<file path="src/rtl/deadlock_mon_pkg.sv">
// Shared types and default sizing for the kernel deadlock monitors.
package deadlock_mon_pkg;

  typedef enum logic [1:0] {
    IDLE    = 2'b00,
    SUSPECT = 2'b01,
    BLOCKED = 2'b10
  } mon_state_e;

  localparam int DEF_AXIS_NUM        = 2;
  localparam int DEF_INST_NUM        = 3;
  localparam int DEF_INST_BLK_NUM    = 1;
  localparam int DEF_BLOCK_THRESHOLD = 8;

endpackage

</file>
<file path="src/rtl/deadlock_persist_cnt.sv">
// Saturating persistence counter: clear, load-1 and increment controls, terminal flag one below saturation.
module deadlock_persist_cnt #(
  parameter int THRESHOLD = 8,
  parameter int CNT_W     = $clog2(THRESHOLD + 1)
) (
  input  logic clock,
  input  logic reset,
  input  logic clr,
  input  logic load_one,
  input  logic inc,
  output logic term_cnt
);

  logic [CNT_W-1:0] cnt_r;

  // Count consecutive stalled cycles, holding at THRESHOLD once reached.
  always_ff @(posedge clock) begin
    if (reset) begin
      cnt_r <= {CNT_W{1'b0}};
    end else if (clr) begin
      cnt_r <= {CNT_W{1'b0}};
    end else if (load_one) begin
      cnt_r <= CNT_W'(1);
    end else if (inc && (cnt_r != CNT_W'(THRESHOLD))) begin
      cnt_r <= cnt_r + CNT_W'(1);
    end else begin
      cnt_r <= cnt_r;
    end
  end

  assign term_cnt = (cnt_r == CNT_W'(THRESHOLD - 1));

endmodule

</file>
<file path="src/rtl/deadlock_idx0_monitor.sv">
// Per-kernel deadlock detector: flags a kernel stuck on one unchanging stall signature.
module deadlock_idx0_monitor
  import deadlock_mon_pkg::*;
#(
  parameter int AXIS_NUM        = DEF_AXIS_NUM,
  parameter int INST_NUM        = DEF_INST_NUM,
  parameter int INST_BLK_NUM    = DEF_INST_BLK_NUM,
  parameter int BLOCK_THRESHOLD = DEF_BLOCK_THRESHOLD
) (
  input  logic                    clock,
  input  logic                    reset,
  input  logic [AXIS_NUM-1:0]     axis_block_sigs,
  input  logic [INST_NUM-1:0]     inst_idle_sigs,
  input  logic [INST_BLK_NUM-1:0] inst_block_sigs,
  output logic                    block
);

  localparam int SIG_W = AXIS_NUM + INST_BLK_NUM;

  mon_state_e       state_r;
  mon_state_e       state_s;
  logic [SIG_W-1:0] sig_s;
  logic [SIG_W-1:0] sig_q_r;
  logic             stall_raw_s;
  logic             stall_s;
  logic             sig_diff_s;
  logic             term_cnt_s;
  logic             cnt_clr_s;
  logic             cnt_load_s;
  logic             cnt_inc_s;
  logic             sig_load_s;

  // Stall decode; an unknown result counts as not stalled so X never reaches state.
  always_comb begin
    sig_s       = {inst_block_sigs, axis_block_sigs};
    stall_raw_s = ((|axis_block_sigs) | (|inst_block_sigs)) & ~(&inst_idle_sigs);
    stall_s     = (stall_raw_s === 1'b1) ? 1'b1 : 1'b0;
    sig_diff_s  = (sig_s != sig_q_r);
  end

  deadlock_persist_cnt #(
    .THRESHOLD (BLOCK_THRESHOLD)
  ) u_persist_cnt (
    .clock    (clock),
    .reset    (reset),
    .clr      (cnt_clr_s),
    .load_one (cnt_load_s),
    .inc      (cnt_inc_s),
    .term_cnt (term_cnt_s)
  );

  // Next-state and counter/signature control.
  always_comb begin
    state_s    = state_r;
    cnt_clr_s  = 1'b0;
    cnt_load_s = 1'b0;
    cnt_inc_s  = 1'b0;
    sig_load_s = 1'b0;
    case (state_r)
      IDLE: begin
        if (stall_s) begin
          state_s    = SUSPECT;
          cnt_load_s = 1'b1;
          sig_load_s = 1'b1;
        end else begin
          cnt_clr_s = 1'b1;
        end
      end
      SUSPECT, BLOCKED: begin
        if (!stall_s) begin
          state_s   = IDLE;
          cnt_clr_s = 1'b1;
        end else if (sig_diff_s) begin
          // A new signature is progress: restart the persistence window.
          state_s    = SUSPECT;
          cnt_load_s = 1'b1;
          sig_load_s = 1'b1;
        end else if (term_cnt_s || (state_r == BLOCKED)) begin
          state_s   = BLOCKED;
          cnt_inc_s = 1'b1;
        end else begin
          cnt_inc_s = 1'b1;
        end
      end
      default: begin
        state_s   = IDLE;
        cnt_clr_s = 1'b1;
      end
    endcase
  end

  // State, captured signature and the registered block flag.
  always_ff @(posedge clock) begin
    if (reset) begin
      state_r <= IDLE;
      sig_q_r <= {SIG_W{1'b0}};
      block   <= 1'b0;
    end else begin
      state_r <= state_s;
      sig_q_r <= sig_load_s ? sig_s : sig_q_r;
      block   <= (state_s == BLOCKED);
    end
  end

endmodule

</file>
<file path="config.mk">
export PLATFORM = sky130hd
export DESIGN_NAME = deadlock_idx0_monitor
export DESIGN_NICKNAME = d
export VERILOG_FILES = /design/src/rtl/deadlock_mon_pkg.sv /design/src/rtl/deadlock_persist_cnt.sv /design/src/rtl/deadlock_idx0_monitor.sv
export SDC_FILE = /design/constraint.sdc
export NUM_CORES = 1
export LEC_CHECK = 0
export ABC_AREA = 1
export BUFFER_PORTS_ARGS = -buffer_cell sky130_fd_sc_hd__buf_2
export CAP_MARGIN = 5
export CORE_MARGIN = 10
export CORE_UTILIZATION = 45
export CTS_CLUSTER_SIZE = 40
export DETAILED_ROUTE_END_ITERATION = 12
export GPL_TIMING_DRIVEN = 0
export SYNTH_ARGS = -nofsm -noshare
export SYNTH_HDL_FRONTEND = slang
export SYNTH_HIERARCHICAL = 1
export SYNTH_SLANG_ARGS = --single-unit
</file>
<file path="constraint.sdc">
create_clock -name clock -period 2 [get_ports clock]
set_input_delay 0 -clock clock [delete_from_list [all_inputs] [get_ports clock]]
set_output_delay 0 -clock clock [all_outputs]
set_load 0.01 [all_outputs]
</file>
* Yosys cells after proc, flatten, opt, wreduce, memory -nomap -nowiden
Index checks and enable logic that the tools add are counted.
Operators by class: eq/ne operators 7, muxes and demuxes 17, $add $sub $neg 1, reduce and logical (&&, ||, !) cells 10, bitwise gates (word level) 3
Operator list (count):
- 2-to-1 mux 1 bit | 11
- 2-to-1 mux 2 bit | 4
- OR reduction 2 bit | 3
- OR reduction 3 bit | 2
- adder 4 x 1 -> 4 bit (second input constant) | 1
- equality test 2 bit (second input constant) | 2
- equality test 4 x 3 -> 1 bit (second input constant) | 1
- inequality test 4 bit (second input constant) | 1
- one-hot mux 2 bit (2 select lines) | 1
- inequality test 3 bit | 1
- AND reduction 3 bit | 1
- equality test 2 x 1 -> 1 bit (second input constant) | 1
- logical NOT 2 bit | 1
- one-hot mux 1 bit (2 select lines) | 1
- nonzero test 2 bit | 1
- bitwise AND 1 bit | 1
- === test 1 bit (second input constant) | 1
- logical AND 1 bit | 1
- logical OR 1 bit | 1
- inverter 1 bit | 1
- bitwise OR 1 bit | 1
Word-level totals: logic and storage cells 43, output and inout port bits 1, register bits after elaboration 10

* Depth between registers and ports, before layout
depth in word-level cells 10, depth in mapped cells 10, depth with buffers taken out 10

* Cells and area by module
The synthesis kept the hierarchy.
Modules (own cells, without submodules):
- deadlock_idx0_monitor | area each 451.7 µm², cells each 71, instances 1
- deadlock_persist_cnt | area each 252.7 µm², cells each 37, instances 1

* Least setup slack after synthesis
OpenSTA, ideal clock, no wires.
path type flip-flop to flip-flop, from register state_r[1], to register u_persist_cnt.cnt_r[0], data arrival time 1400 ps, cell stages (with the launch flop) 10, setup time 109 ps, setup slack 491 ps, clock period less this slack 1509 ps, data required time 1891 ps, cells stage by stage dfxtp_1 inv_1 ha_1 inv_1 nor3_1 nand2_4 nand2_1 nand3_1 nand2_1 inv_1
On the way: cells in the longest elaborated chain, start to end 5, elaborated cells between the ends (all ways) 12, those cells by class 2 x eq/ne; 4 x mux; 6 x reduce/logical
RTL lines:
- from (decl) | RTL line deadlock_idx0_monitor.sv:20 | mon_state_e state_r;
- from (signal assigned) | RTL line deadlock_idx0_monitor.sv:99 | state_r <= state_s;
- equality test 2 bit / equality test 2 x 1 -> 1 bit (equally long branches) | RTL line deadlock_idx0_monitor.sv:59 | case (state_r)
- OR reduction 2 bit (*) | RTL line deadlock_idx0_monitor.sv:59
- 2-to-1 mux 1 bit (*) | RTL line deadlock_idx0_monitor.sv:59
- via cnt_inc_s | RTL line deadlock_idx0_monitor.sv:30 | logic cnt_inc_s;
- logical AND 1 bit (*) | RTL line deadlock_persist_cnt.sv:24 | end else if (inc && (cnt_r != CNT_W'(THRESHOLD))) begin
- nonzero test 2 bit (no source line) (*)
- to (signal assigned) | RTL line deadlock_persist_cnt.sv:21 | cnt_r <= {CNT_W{1'b0}};
- to (signal assigned) | RTL line deadlock_persist_cnt.sv:25 | cnt_r <= cnt_r + CNT_W'(1);
- to (signal assigned) | RTL line deadlock_persist_cnt.sv:27 | cnt_r <= cnt_r;
- to (decl) | RTL line deadlock_persist_cnt.sv:14 | logic [CNT_W-1:0] cnt_r;
The timed path passes the listed nets; every way through them passes the cells marked *. A chain may end at the register's enable or synchronous reset.

* Worst setup path in the final report
from register state_r[1], to register u_persist_cnt.cnt_r[3]
On the way: cells in the longest elaborated chain, start to end 4, elaborated cells between the ends (all ways) 10, those cells by class 2 x eq/ne; 3 x mux; 5 x reduce/logical
RTL lines (RTL line):
- equality test 2 bit / equality test 2 x 1 -> 1 bit (equally long branches) | deadlock_idx0_monitor.sv:59
- OR reduction 2 bit (*) | deadlock_idx0_monitor.sv:59
- 2-to-1 mux 1 bit (*) | deadlock_idx0_monitor.sv:59
- via cnt_inc_s | deadlock_idx0_monitor.sv:30
- logical AND 1 bit (*) | deadlock_persist_cnt.sv:24
Marks and branches as above.

==> impl_metrics.py <==
metrics = {
    "layout": {
        "syn2layout_area_growth_pct": 13.1,
        "nFillCells": 139,
        "nets": 135,
        "post_route_cells_drive_above_1_share_pct": 23.3,
        "final_area_um2": 797,
        "antenna_cells": 0,
    },
    "placement": {
        "port-buffer-count": 8,
        "dp_hpwl_um": 1050,
        "gp_congestion": 0.821,
        "place_area_um2": 764,
    },
    "sta": {
        "finalHoldViolations": 0,
        "period_share_pct": 82.2,
        "fmaxAchievable_mhz": 608,
        "slew_headroom_pct": 72.8,
        "hold_ws_ps": 82.4,
        "fin_skew_ps": 6.91,
        "slew_viol_final": 0,
        "final-setup-viol-count": 0,
        "rsz0062_at_grt": "false",
        "tightest_slew_ps": 405,
        "min_period_ps": 1640,
        "tns_ps": 0,
    },
    "power": {
        "internal-power_mw": 0.325,
        "ir_drop_mv": 0.450,
        "p_per_area_nw_per_um2": 604,
        "p_sw_mw": 0.156,
        "swShare_pct": 32.5,
        "seq_power_share_pct": 46.1,
        "cellLeakagePower_nw": 0.424,
        "comb_power_share_pct": 23.6,
        "pwr-share-clk_pct": 30.3,
    },
    "synth": {
        "synthTopCellsByCount": "29 x nand2_1, 16 x inv_1, 10 x dfxtp_1",
        "yosys_warnings": 6,
        "synth_seq_area_share_pct": 28.4,
        "synth_nets": 121,
        "synth_cell_type_count": 18,
        "ys_ff_latch": 10,
        "ys_top_cells_by_area": "dfxtp_1 28%, nand2_1 15%, ha_1 8.9%, inv_1 8.5%, a21oi_1 5.7%",
        "synth_area_per_cell_um2": 6.52,
        "synth-edff-count": 0,
        "ys.flop_type": "dfxtp_1",
        "synth_top_area_cell": "dfxtp_1",
        "yosysMostFrequentCell": "nand2_1",
        "netlist_instances": 108,
        "ys_async_sr_fraction_pct": 0,
        "synth_top_cell_area_share_pct": 28.4,
        "netlist_area_um2": 704,
    },
    "die": {
        "coreArea_um2": 1490,
        "dieArea_um2": 3550,
        "io_pins": 9,
        "start_util_pct": 47.3,
        "row_count": 14,
        "die_x_um": 59.6,
        "die_h_um": 59.6,
    },
    "detailed_routing": {
        "dr.pass1.iters": 4,
        "viasPerCell": 4.75,
        "drt-initial-drc-count": 16,
        "vias": 646,
        "ant_nets": 0,
        "wl_um": 1310,
        "drc": 0,
        "wl_per_cell_um": 9.63,
    },
    "clock_tree": {
        "cts_resized": 0,
        "clk_pin_slew_ps": 70,
        "cts_tree": "built",
        "cts.sinks": 10,
        "hold_buffers": 1,
        "htree_num_levels": 1,
        "clock_path_buffers": 2,
        "post_cts_buffers": 0,
        "clk_latency_ps": 280,
        "cts_inserted_buffers": 3,
        "cts_root_buf": "clkbuf_4",
    },
    "worst_hold_path": {
        "min_path_type": "input port to register",
    },
    "critical_path": {
        "critPathMostFrequentCell": "inv_1",
        "critPathLaunch": "state_r[1]",
        "crit_end": "u_persist_cnt/cnt_r[3]",
        "r2r_end": "u_persist_cnt/cnt_r[3]",
        "cp-end-kind": "register",
        "reg2reg_depth": 8,
        "cp_slowest_stage_delay_ps": 380,
        "required_ps": 2200,
        "path_max_fanout": 5,
        "r2r_start": "state_r[1]",
        "critPathKind": "register to register",
        "worstPathArrival_ps": 1850,
        "path_cells": "inv_1 > ha_1 > inv_1 > nor3_1 > nand2_4 > inv_2 > nand2_1 > a21oi_1",
        "worstSetupStartpointType": "register",
        "regToRegSetupSlack_ps": 360,
        "cp_slowest_cell": "dfxtp_1",
    },
    "grt": {
        "antenna_found_initial": 0,
        "overflow": 0,
        "grt_pass1_vias": 574,
        "grt_max_degree": 8,
        "grt.total_usage_pct": 8.89,
        "grt_pass1_wl_um": 2370,
    },
    "status": {
        "outcome": "complete, no violations",
    },
    "run": {
        "drv_cap": 0,
    },
}
==> state kept, by name (all words and copies together) (netlist names) <==
name                 count
state_r                  2
sig_q_r                  3
block                    1
u_persist_cnt/cnt_r      4
==> layer usage <==
metal  routed length (um)  GRT usage (%)  up-vias
li1                     -              -      356
met1                  612           10.2      278
met2                  597           12.8       10
met3                   73           3.00        2
met4                   25           7.69        0
met5                    0              0        -
==> power groups by stage <==
stage / combinational [mW] / sequential, mW / clock, mW
floorplan: 0.0891 / 0.224 / 0
global placement: 0.112 / 0.227 / 0
CTS: 0.114 / 0.222 / 0.149
global route: 0.134 / 0.224 / 0.159
detailed placement: 0.113 / 0.227 / 0
finish: 0.114 / 0.222 / 0.146
==> final cells by class <==
class / instances / area [um2] / area share [%]
multi-input cells: 76 / 422 / 52.9
clock buffers: 3 / 22.5 / 2.83
repair buffers: 9 / 50.0 / 6.28
well taps: 16 / 20.0 / 2.51
inverters: 22 / 82.6 / 10.4
flip-flops and latches: 10 / 200 / 25.1
==> critical path: cells and delay by family, from the launching register on <==
family,cells,cell delay (ps)
AOI/OAI and AO/OA,1,120
adders and majority gates,1,310
buffers and inverters,3,220
DFF,1,380
and+or+nand+nor,3,540
==> stage by stage <==
| step | std cells | util [%] | total power [mW] | setup slack, ps |
|---|---|---|---|---|
| 2_1_floorplan | 108 | - | 0.313 | 491 |
| 3_3_place_gp | 132 | 51.3 | 0.339 | 339 |
| 3_5_place_dp | 132 | 51.3 | 0.340 | 354 |
| 4_1_cts | 136 | 53.5 | 0.486 | 345 |
| 5_1_grt | 136 | 53.5 | 0.517 | 112 |
| 6_report | 136 | 53.5 | 0.482 | 355 |
==> logic make-up after synthesis <==
| family | share of synthesized area [%] |
|---|---|
| xor+xnor | 2.49 |
| fa+ha+maj | 8.88 |
| flops | 28.4 |
| compound gates | 6.39 |
| buf+inv | 11.7 |
| simple gates | 42.1 |
==> worst min path at each step <==
stage | startpoint | end | slack [ps] | cells after the start
detailed placement | reset | state_r[0] | 290 | 4
floorplan | reset | state_r[0] | 140 | 3
global route | inst_block_sigs | sig_q_r[2] | 150 | 5
finish | axis_block_sigs[0] | sig_q_r[0] | 80 | 5
global placement | reset | state_r[0] | 290 | 4
CTS | axis_block_sigs[0] | sig_q_r[0] | 80 | 5
==> placed cells by master (no fill, tap or decap), types with 2 or more instances in the layout <==
cell type   n
nand2_1    29
inv_1      16
dfxtp_1    10
nand3_1     8
a21oi_1     8
nor2_1      8
buf_2       8
inv_2       6
ha_1        5
nand3_2     3
nand2_2     3
clkbuf_4    3
nor3_1      2
nand2_4     2
nor2_2      2
nand4_1     2
(Power assumes the default switching activity.)
